===== config.mk =====
export PLATFORM = sky130hd
export DESIGN_NAME = mux_sel_pipe
export DESIGN_NICKNAME = d
export VERILOG_FILES = /design/src/rtl/mux_sel_pkg.sv /design/src/rtl/mux_sel_reg.sv /design/src/rtl/mux_sel_pipe.sv
export SDC_FILE = /design/constraint.sdc
export NUM_CORES = 1
export LEC_CHECK = 0
export CORE_MARGIN = 10
export CORE_UTILIZATION = 33
export DETAILED_ROUTE_END_ITERATION = 8
export GPL_TIMING_DRIVEN = 0
export PLACE_DENSITY = 0.95
export SETUP_SLACK_MARGIN = 0.15
export SLEW_MARGIN = 5
export SYNTH_ARGS = -nofsm -noshare
export SYNTH_HDL_FRONTEND = slang
export SYNTH_SLANG_ARGS = --single-unit

===== constraint.sdc =====
create_clock -name clk -period 3.2 [get_ports clk]
set_clock_uncertainty 0.15 [all_clocks]
set_input_delay 0.48 -clock clk [delete_from_list [all_inputs] [get_ports clk]]
set_output_delay 0.48 -clock clk [all_outputs]
set_load 0.03 [all_outputs]

===== src/rtl/mux_sel_pkg.sv =====
// Shared constants and lane-extract helper for the mux_sel_pipe block.
// Lane width is limited to MAX_LANE_W and the flattened bus to MAX_BUS_W bits.
package mux_sel_pkg;

    localparam int DEFAULT_WIDTH  = 32;
    localparam int DEFAULT_NUM_IN = 4;
    localparam int MAX_NUM_IN     = 16;
    localparam int MAX_LANE_W     = 256;
    localparam int MAX_BUS_W      = MAX_NUM_IN * MAX_LANE_W;

    // Returns lane idx (width bits, zero-extended) of a zero-padded flattened bus.
    function automatic logic [MAX_LANE_W-1:0] lane_extract(
        input int unsigned          idx,
        input int unsigned          width,
        input logic [MAX_BUS_W-1:0] bus
    );
        logic [MAX_BUS_W-1:0]  shifted;
        logic [MAX_LANE_W-1:0] mask;
        shifted = bus >> (idx * width);
        mask    = ~({MAX_LANE_W{1'b1}} << width);
        return shifted[MAX_LANE_W-1:0] & mask;
    endfunction

endpackage


===== src/rtl/mux_sel_reg.sv =====
// One valid+data register stage with synchronous reset, clear and load.
// Clear has priority over load; data is kept on clear.
module mux_sel_reg
    import mux_sel_pkg::*;
#(
    parameter int WIDTH = DEFAULT_WIDTH
) (
    input  logic             clk,
    input  logic             rst,
    input  logic             load,
    input  logic             clear,
    input  logic [WIDTH-1:0] d,
    output logic             valid,
    output logic [WIDTH-1:0] data
);

    // NOTE: sequential state uses non-blocking assignments so every flop samples pre-edge values.
    always_ff @(posedge clk) begin
        if (rst) begin
            valid <= 1'b0;
            data  <= '0;
        end else if (clear) begin
            valid <= 1'b0;
        end else if (load) begin
            valid <= 1'b1;
            data  <= d;
        end
    end

endmodule


===== src/rtl/mux_sel_pipe.sv =====
// Registered lane selector with valid/ready handshake, flush and sticky select error.
// Define MUX_SEL_PIPE_SKID_EN to add a one-entry skid register and a registered in_ready.
module mux_sel_pipe
    import mux_sel_pkg::*;
#(
    parameter int WIDTH  = DEFAULT_WIDTH,
    parameter int NUM_IN = DEFAULT_NUM_IN,
    parameter int SEL_W  = $clog2(NUM_IN)
) (
    input  logic                    clk,
    input  logic                    rst,
    input  logic                    in_valid,
    output logic                    in_ready,
    input  logic [NUM_IN*WIDTH-1:0] in_data,
    input  logic [SEL_W-1:0]        in_sel,
    input  logic                    flush,
    output logic                    out_valid,
    input  logic                    out_ready,
    output logic [WIDTH-1:0]        out_data,
    output logic                    sel_err
);

    localparam logic [SEL_W:0] NUM_IN_W = (SEL_W + 1)'(NUM_IN);

    logic             sel_in_range;
    logic [WIDTH-1:0] sel_data;
    logic             accept;
    logic             xfer;
    logic             out_load;
    logic             out_clear;
    logic [WIDTH-1:0] out_d;

    assign sel_in_range = {1'b0, in_sel} < NUM_IN_W;
    assign sel_data     = sel_in_range
                        ? WIDTH'(lane_extract(32'(in_sel), WIDTH, MAX_BUS_W'(in_data)))
                        : '0;
    assign accept       = in_valid && in_ready && !flush;
    assign xfer         = out_valid && out_ready;

`ifdef MUX_SEL_PIPE_SKID_EN
    logic             skid_valid;
    logic [WIDTH-1:0] skid_data;
    logic             skid_load;
    logic             skid_clear;

    // skid_valid is a flop, so in_ready carries no combinational path from out_ready.
    assign in_ready = !skid_valid;

    // NOTE: every output of this block gets a default first so no latch is inferred.
    always_comb begin
        out_load   = 1'b0;
        out_clear  = 1'b0;
        skid_load  = 1'b0;
        skid_clear = 1'b0;
        out_d      = sel_data;
        if (flush) begin
            out_clear  = 1'b1;
            skid_clear = 1'b1;
        end else if (skid_valid) begin
            if (xfer) begin
                out_load   = 1'b1;
                out_d      = skid_data;
                skid_clear = 1'b1;
            end
        end else if (accept) begin
            if (!out_valid || out_ready) begin
                out_load = 1'b1;
            end else begin
                skid_load = 1'b1;
            end
        end else if (xfer) begin
            out_clear = 1'b1;
        end
    end

    mux_sel_reg #(.WIDTH(WIDTH)) u_skid_reg (
        .clk   (clk),
        .rst   (rst),
        .load  (skid_load),
        .clear (skid_clear),
        .d     (sel_data),
        .valid (skid_valid),
        .data  (skid_data)
    );
`else
    assign in_ready = !out_valid || out_ready;

    always_comb begin
        out_load  = accept;
        out_clear = flush || (xfer && !accept);
        out_d     = sel_data;
    end
`endif

    mux_sel_reg #(.WIDTH(WIDTH)) u_out_reg (
        .clk   (clk),
        .rst   (rst),
        .load  (out_load),
        .clear (out_clear),
        .d     (out_d),
        .valid (out_valid),
        .data  (out_data)
    );

    // Sticky until reset; flush deliberately leaves it alone.
    always_ff @(posedge clk) begin
        if (rst) begin
            sel_err <= 1'b0;
        end else if (accept && !sel_in_range) begin
            sel_err <= 1'b1;
        end
    end

endmodule


==> results of run 1 <==
-- cell usage after synthesis --
cell and n:
dfxtp_1 33, a22o_1 32, mux4_2 30, buf_2 5
clkbuf_1 5, buf_6 4, inv_1 2, mux4_1 2
a21boi_0 1, a31oi_1 1, and3_1 1, buf_4 1
conb_1 1, nand2b_2 1, nor2_1 1
-- kinds of logic after synthesis --
kind of cell    count (synthesis)  synth area share, %
compound gates                 34                 16.3
buf+inv                        17                 5.74
flops                          33                 36.5
mux                            32                 40.2
other cells                     1                0.207
simple gates                    3                 1.04
-- area by class of cell --
cell class,count,area [µm²],share of cell area (%)
multi-input combinational,70,1040,28.6
clock inverter,2,10.0,0.274
inverter,2,7.51,0.206
buffer,15,96.3,2.64
timing repair buffer,167,1670,45.8
sequential,33,661,18.1
tap,70,87.6,2.40
clock buffer,6,72.6,1.99
-- per-stage QoR --
| step | power (mW) | hold slack (ps) | area [µm²] | utilization [%] | setup slack (ps) |
|---|---|---|---|---|---|
| 2_1_floorplan | 0.632 | 469 | 1810 | - | 1480 |
| 3_3_place_gp | 0.858 | 310 | 3570 | 68.6 | 805 |
| 3_5_place_dp | 0.871 | 312 | 3570 | 68.6 | 773 |
| 4_1_cts | 1.17 | 328 | 3650 | 70.1 | 825 |
| 5_1_grt | 1.21 | 347 | 3650 | 70.1 | 787 |
| 6_report | 1.16 | 320 | 3650 | 70.1 | 829 |
-- flip-flops by register name, indices dropped and copies added (netlist names) --
register         cells
u_out_reg.valid      1
u_out_reg.data      32
-- critical path, cell delays in order --
cell and delay, ps:
clkdlybuf4s50_1 450, nand2b_2 140, clkdlybuf4s50_1 680
-- path summary, 6_finish.rpt --
kind         cells after the start  slack (ps)            endpoint
min reg2reg                      1         320  u_out_reg.data[17]
max reg2reg                      4        1610  u_out_reg.data[11]
min                              1         320  u_out_reg.data[17]
max                              3         830            in_ready
-- metal layers --
metal	vias up	wire (µm)
met5	-	0
li1	858	-
met1	906	2650
met4	0	138
met2	127	4090
met3	10	1100
-- power groups by stage --
stage	Clock (mW)	Sequential, mW	Combinational (mW)
final	0.297	0.449	0.411
after CTS	0.305	0.449	0.415
after global placement	0	0.456	0.402
after floorplan	0	0.504	0.128
after detailed placement	0	0.457	0.414
after global routing	0.324	0.451	0.436
==> key figures, run 1 <==
Outcome
  – Status: completed

Floorplan
  – Initial Util: 34.8%
  – Ports: 170
  – Die height: 94.0 µm
  – Core Box Area: 0.00520 mm²
  – # rows: 26
  – Die width: 94.0 µm
  – Die Footprint: 0.00884 mm²

Cells and area
  – Area Overhead vs Synth: 102%
  – Commonest non-fill, non-tap cells in the layout: clkdlybuf4s50_1, dfxtp_1, a22o_1
  – Share of post-route cells with drive strength above 1: 16.3%
  – Layout filler cell count: 385
  – Finished Layout Cells: 365
  – Commonest non-fill, non-tap cell in the layout: clkdlybuf4s50_1
  – Layout Nets: 429
  – ANT cells: 0

Clock network
  – Sink Count: 33
  – Post-CTS sizing: 0
  – CTS Buffer Depth: 2
  – Num CTS Buffers: 5
  – Worst-path clk slew: 70 ps
  – Htree depth: 2
  – CTS root buf: clkbuf_8
  – Clock Latency Late Sink: 270 ps
  – CTS tree: yes
  – CTS hold repair buffers: 0
  – Post-CTS Setup Bufs: 0

STA
  – Worst slew pin tran: 594 ps
  – Tcrit/Tclk final: 74.1%
  – Max-slew violations: 0
  – Minimum clock period: 2370 ps
  – Final setup viols: 0
  – Worst relative slew slack: 60.4%
  – Final Hold Viols: 0
  – Setup_tns: 0 ps
  – Maximum clock rate: 422 MHz
  – RSZ-0062 raised after global routing: false

Power
  – Combinational Power Share: 35.5%
  – P per Cell Area: 317 mW/mm²
  – Leakage: 1.36 nW
  – Reg power frac: 38.8%
  – Cell Int Power: 855 µW
  – Psw: 301 µW
  – Clk pwr share: 25.7%
  – VDD IR max: 0.199 mV
  – Sw frac: 26.1%

Synthesis
  – YS warnings: 0
  – Avg Synthesized Cell Area: 15.1 µm²
  – Synth cell types: 15
  – Post-synthesis cell count: 120
  – Dominant cell type by area after synthesis: mux4_2
  – Syn nets: 255
  – Synth top area share: 37.3%
  – Post-Synthesis Cell Area: 0.00181 mm²
  – Dominant cells by area after synthesis: mux4_2, dfxtp_1, a22o_1
  – Sequential fraction of the synthesis area: 36.5%
  – Seq cells post-synth: 33

Worst hold path
  – Worst Hold Class: register to register
  – Min-delay src: u_out_reg.data[17]

Routing
  – DR iter-0 viols: 31
  – DR DRC count: 0
  – Drt via density: 5.21
  – DR vias: 1901
  – Post-route ant nets: 0
  – Drt total wl: 7.98 mm
  – Total iterations of the first detailed-routing run: 4
  – Wire per inst: 21.9 µm

Setup path
  – Setup CP Type: primary input to output port
  – CP Capture Type: output port
  – CP arrival: 1740 ps
  – CP Launch Point: out_ready
  – CP startpoint kind: primary input
  – CP required: 2570 ps
  – RR Startpoint: u_out_reg.valid
  – Worst-path fanout max: 4

GRT
  – First-pass GRT wire length: 12.2 mm
  – Grt met3 use: 10.9%
  – Busiest grt layer: met2
  – Met1 Use GR: 16.9%
  – Vias in the first global route: 2284
  – Initial antenna violation count: 0
  – All-layer global routing usage: 18.0%
  – Largest net degree at the start of global routing: 11
  – Grt total ovfl: 0
  – GR Util met2: 32.0%

Place
  – Placed cells: 357
  – Final HPWL DP: 6.96 mm
  – Final GP Congestion: 0.823
  – Port bufs: 167

Flow run
  – Max cap viols: 0
No activity file was read; power rests on OpenSTA's default activity.
==> run 2, diff against run 1 <==
Settings changed: CORE_UTILIZATION 33 to 28, PLACE_DENSITY 0.95 to 0.88.
Clock period 3.2 ns to 2.11 ns, I/O delays scaled along.
==> run 2 against run 1 <==
  * Flip-flop and latch count unchanged
  * Worst hold slack improved by 7.7 ps
  * Cell count rose by 1.9%
  * Critical path type is now primary input to register
  * Critical path depth is 1 higher
==> key figures, run 2 (same netlist as run 1, synthesis figures left out) <==
Floorplan
  – Die Footprint: 0.0101 mm² (+14%)
  – # rows: 29 (+12%)
  – Initial Util: 28.7% (-6.1 points)
  – Die width: 100 µm (+6.7%)
  – Core Box Area: 0.00631 mm² (+21%)
  – Ports: 170 (unchanged)
  – Die height: 100 µm (+6.7%)

Power
  – Cell Int Power: 1.30 mW (+52%)
  – P per Cell Area: 478 mW/mm² (+51%)
  – Clk pwr share: 25.9% (+0.2 points)
  – VDD IR max: 0.197 mV (-1.0%)
  – Reg power frac: 38.9% (about the same)
  – Leakage: 1.36 nW (-0.28%)
  – Combinational Power Share: 35.3% (-0.2 points)
  – Psw: 448 µW (+49%)
  – Sw frac: 25.6% (-0.48 points)
  – Total power: 1.75 mW (+51%)

STA
  – Worst slew pin tran: 592 ps (-1.74 ps)
  – Max-slew violations: 0 (unchanged)
  – Worst relative slew slack: 60.5% (+0.12 points)
  – Minimum clock period: 1940 ps
  – RSZ-0062 raised after global routing: false
  – Maximum clock rate: 515 MHz
  – Fin Hold WS: 328 ps (+7.75 ps)
  – Final Worst Setup Slack: 168 ps (-661 ps)
  – Tcrit/Tclk final: 92.0%
  – Final setup viols: 0 (unchanged)
  – Final Hold Viols: 0 (unchanged)

Place
  – Port bufs: 167 (unchanged)
  – Place WS: -143 ps (-916 ps)
  – Placed cells: 364 (+2.0%)
  – Final GP Congestion: 0.733 (-11%)
  – Final HPWL DP: 6.58 mm (-5.5%)

Routing
  – Drt total wl: 7.63 mm (-4.4%)
  – Total iterations of the first detailed-routing run: 4 (unchanged)
  – DR iter-0 viols: 27 (-13%)
  – Post-route ant nets: 0 (unchanged)
  – DR DRC count: 0 (unchanged)
  – Drt via density: 5.03 (-3.3%)
  – DR vias: 1873 (-1.5%)
  – Wire per inst: 20.5 µm (-6.2%)

Clock network
  – Sink Count: 33 (unchanged)
  – Worst-path clk slew: 70 ps (about the same)
  – CTS root buf: clkbuf_8
  – CTS Buffer Depth: 2 (unchanged)
  – Htree depth: 2 (unchanged)
  – Clock Latency Late Sink: 280 ps (about the same)
  – Num CTS Buffers: 5 (unchanged)
  – Post-CTS Setup Bufs: 0 (unchanged)
  – CTS tree: yes
  – CTS hold repair buffers: 0 (unchanged)

GRT
  – First-pass GRT wire length: 11.5 mm (-5.8%)
  – Initial antenna violation count: 0 (unchanged)
  – Grt total ovfl: 0 (unchanged)
  – Vias in the first global route: 2206 (-3.4%)
  – Largest net degree at the start of global routing: 11 (unchanged)
  – All-layer global routing usage: 14.6% (-3.4 points)

Cells and area
  – Finished Layout Cells: 372 (+1.9%)
  – Share of post-route cells with drive strength above 1: 15.9% (-0.34 points)
  – Area Overhead vs Synth: 102%
  – Commonest non-fill, non-tap cell in the layout: clkdlybuf4s50_1
  – Layout Nets: 429 (unchanged)
  – Largest regs: u_out_reg.data: 32 flops, u_out_reg.valid: 1 flops
  – FF+latch area: 661 µm² (unchanged)
  – Largest register by flop count: u_out_reg.data
  – ANT cells: 0 (unchanged)
  – Layout filler cell count: 539 (+40%)
  – Multi-input gate area in the final layout: 0.00104 mm² (unchanged)
  – Commonest non-fill, non-tap cells in the layout: clkdlybuf4s50_1, dfxtp_1, a22o_1
  – Max FFs per register: 32 (unchanged)

Worst hold path
  – Hold EP: u_out_reg.data[12]
  – Min-delay src: u_out_reg.data[12]
  – Worst Hold Class: register to register
  – Hold path depth: 1 (unchanged)

Setup path
  – Worst-path fanout max: 10 (+6)
  – CP Capture Type: register
  – RR Startpoint: u_out_reg.valid
  – CP arrival: 1970 ps (+230 ps)
  – Setup CP Type: primary input to register
  – R2R depth: 5 (+1)
  – FF-to-FF End: u_out_reg.data[2]
  – CP startpoint kind: primary input
  – CP required: 2140 ps (-430 ps)
  – Worst R2R Setup Slack: 540 ps (-1070 ps)

Flow run
  – Max cap viols: 0 (unchanged)

Outcome
  – Status: completed
==> run 2: timing repair <==
item                       CTS  global route
setup endpoints to repair    1             2
gates resized for setup      1             3
cloned                       0             0
==> run 2: area by class of cell <==
| class | instances | share of cell area (%) |
|---|---|---|
| timing repair buffer | 167 | 45.7 |
| multi-input combinational | 70 | 28.6 |
| sequential | 33 | 18.1 |
| buffer | 15 | 2.67 |
| tap | 77 | 2.63 |
| clock buffer | 8 | 2.19 |
| inverter | 2 | 0.205 |
==> run 2: worst max path at each step <==
stage / startpoint / endpoint / slack, ps / cells past startpoint
5_1_grt: in_sel[1] / u_out_reg.data[8] / 150 / 4
4_1_cts: in_sel[1] / u_out_reg.data[12] / 170 / 4
2_1_floorplan: u_out_reg.valid / u_out_reg.data[0] / 420 / 5
3_5_place_dp: in_sel[1] / u_out_reg.data[8] / -140 / 4
6_report: in_sel[1] / u_out_reg.data[0] / 170 / 4
3_3_place_gp: in_sel[1] / u_out_reg.data[3] / -110 / 4
==> run 2: per-stage QoR <==
stage	area [µm²]	TNS, ps	utilization, %
after floorplan	1810	0	-
after global placement	3580	-1790	56.7
after global routing	3660	0	57.9
after CTS	3660	0	57.9
final	3660	0	57.9
after detailed placement	3580	-2370	56.7
==> run 2: worst max-delay path, stage by stage <==
cell	delay [ps]
clkdlybuf4s50_1	560
clkbuf_1	490
mux4_2	400
a22o_1	190
==> run 2: power by group through the flow <==
stage | Combinational, mW | Sequential (mW) | Clock [mW]
6_report | 0.617 | 0.680 | 0.453
5_1_grt | 0.653 | 0.683 | 0.501
3_3_place_gp | 0.613 | 0.692 | 0
3_5_place_dp | 0.624 | 0.693 | 0
4_1_cts | 0.625 | 0.680 | 0.476
2_1_floorplan | 0.195 | 0.764 | 0
==> run 2: layer usage <==
| metal | vias up | global-route usage [%] | wire length, µm |
|---|---|---|---|
| li1 | 857 | - | - |
| met1 | 890 | 14.0 | 2710 |
| met2 | 119 | 25.2 | 3760 |
| met3 | 7 | 9.55 | 1090 |
| met4 | 0 | 3.80 | 70 |
| met5 | - | 0 | 0 |
==> run 3, diff against run 2 <==
Settings changed: GPL_TIMING_DRIVEN 0 to not set.
==> run 3 against run 2 <==
  * Cell area fell by 0.14%
  * Clock power up 3%
  * Global-route usage shrank 0.38 points
  * Die area stayed put
==> key figures, run 3 (same netlist as run 1, synthesis figures left out) <==
Outcome
  – Status: completed

Routing
  – Post-route ant nets: 0 (unchanged)
  – Wire per inst: 20.4 µm (-0.47%)
  – DR DRC count: 0 (unchanged)
  – Total iterations of the first detailed-routing run: 4 (unchanged)
  – Drt total wl: 7.37 mm (-3.4%)
  – Drt via density: 5.00 (-0.75%)
  – DR iter-0 viols: 36 (+33%)
  – DR vias: 1804 (-3.7%)

Setup path
  – Critical-path top delay cell: clkdlybuf4s50_1
  – CP Capture Type: output port
  – Crit path max-delay family: buffers and inverters
  – CP arrival: 1340 ps (-630 ps)
  – Worst-path fanout max: 2 (-8)
  – CP required: 1640 ps (-500 ps)
  – CP startpoint kind: register
  – Setup CP Type: register to output port
  – Buf+Inv Stages, Crit Path: 1 (-1)
  – CP Depth: 1 (-3)
  – Slowest cell delay on critical path: 730 ps (+170 ps)
  – R2R depth: 4 (-1)
  – Cell-by-cell trace of the critical path: clkdlybuf4s50_1

STA
  – Final setup viols: 0 (unchanged)
  – Setup_tns: 0 ps (unchanged)
  – RSZ-0062 raised after global routing: false
  – Tcrit/Tclk final: 85.7% (-6.4 points)
  – Final Hold Viols: 0 (unchanged)
  – Minimum clock period: 1810 ps (-134 ps)
  – Maximum clock rate: 553 MHz (+7.4%)
  – Max-slew violations: 0 (unchanged)

Cells and area
  – Commonest non-fill, non-tap cell in the layout: clkdlybuf4s50_1
  – Finished Layout Cells: 361 (-3.0%)
  – Share of post-route cells with drive strength above 1: 15.5% (-0.44 points)
  – Final instance area: 0.00365 mm² (-0.14%)
  – Area Overhead vs Synth: 102%
  – Max FFs per register: 32 (unchanged)
  – Largest regs: u_out_reg.data: 32 flops, u_out_reg.valid: 1 flops
  – Core occupancy in the finished layout: 57.8% (-0.079 points)
  – ANT cells: 0 (unchanged)
  – Layout Nets: 419 (-2.3%)
  – Largest register by flop count: u_out_reg.data
  – Commonest non-fill, non-tap cells in the layout: clkdlybuf4s50_1, dfxtp_1, a22o_1

Floorplan
  – Initial Util: 28.7% (unchanged)
  – Ports: 170 (unchanged)
  – # rows: 29 (unchanged)
  – Core Box Area: 0.00631 mm² (unchanged)
  – Die width: 100 µm (unchanged)
  – Die height: 100 µm (unchanged)
  – Die Footprint: 0.0101 mm² (unchanged)

GRT
  – First-pass GRT wire length: 11.4 mm (-1.1%)
  – Initial antenna violation count: 0 (unchanged)
  – Largest net degree at the start of global routing: 33 (+22)
  – All-layer global routing usage: 14.2% (-0.38 points)
  – Vias in the first global route: 2129 (-3.5%)
  – Grt met3 use: 9.00% (-0.55 points)
  – Busiest grt layer: met2
  – GR Util met2: 23.9% (-1.2 points)
  – Met1 Use GR: 14.6% (+0.59 points)
  – Grt total ovfl: 0 (unchanged)

Clock network
  – CTS tree: yes
  – Num CTS Buffers: 5 (unchanged)
  – Clock Latency Late Sink: 270 ps (about the same)
  – CTS root buf: clkbuf_8
  – Worst-path clk slew: 60 ps (about the same)
  – Post-CTS sizing: 0 (-1)
  – Post-CTS Setup Bufs: 0 (unchanged)
  – CTS Buffer Depth: 2 (unchanged)
  – Sink Count: 33 (unchanged)
  – CTS hold repair buffers: 0 (unchanged)
  – Htree depth: 2 (unchanged)

Worst hold path
  – Worst Hold Class: register to register
  – Hold path depth: 1 (unchanged)

Place
  – Port bufs: 168 (+0.60%)
  – Placed instance area: 0.00357 mm² (-0.31%)
  – Final GP Congestion: 0.715 (-2.5%)
  – Final HPWL DP: 6.14 mm (-6.8%)
  – Placed cells: 354 (-2.7%)

Power
  – VDD IR max: 0.289 mV (+47%)
  – P per Cell Area: 483 mW/mm² (+0.95%)
  – Leakage: 1.34 nW (-1.2%)

Flow run
  – Max cap viols: 0 (unchanged)
run 3: changes by cell type in the layout (fill, tap and decap cells not counted), moves of 3 or more:
cell and change:
buf_12 +3, clkbuf_1 -5, buf_6 -4, buf_2 -4
run 3: where the power goes:
part           leakage (nW)  internal [mW]  switching, mW
clock network        0.0443          0.259          0.210
registers             0.270          0.660         0.0194
logic                  1.03          0.408          0.208
run 3: area by class of cell:
class / count / area (µm²)
Tap cell: 77 / 96.3
Multi-Input combinational cell: 70 / 1060
Clock buffer: 7 / 86.3
Fill cell: 521 / 2660
Timing Repair Buffer: 172 / 1740
Inverter: 2 / 7.51
Sequential cell: 33 / 661
run 3: worst paths after layout:
path,slack (ps),end,start
worst min register to register,330,u_out_reg.data[15],u_out_reg.data[15]
worst max register to register,710,u_out_reg.data[17],u_out_reg.valid
worst min-delay path,330,u_out_reg.data[15],u_out_reg.data[15]
worst max-delay path,300,out_data[17],u_out_reg.data[17]
run 3: through the flow:
| stage | hold slack [ps] | power [mW] | setup WS, ps |
|---|---|---|---|
| finish | 329 | 1.76 | 302 |
| global route | 343 | 1.85 | 253 |
| CTS | 332 | 1.79 | 290 |
| detailed placement | 316 | 1.32 | 216 |
| global placement | 310 | 1.30 | 267 |
| floorplan | 305 | 0.958 | 415 |
run 3: layer usage:
| layer | vias up | share of wire [%] |
|---|---|---|
| li1 | 834 | - |
| met2 | 113 | 49 |
| met1 | 853 | 35 |
| met3 | 4 | 15 |
| met5 | - | 0 |
| met4 | 0 | 0.56 |
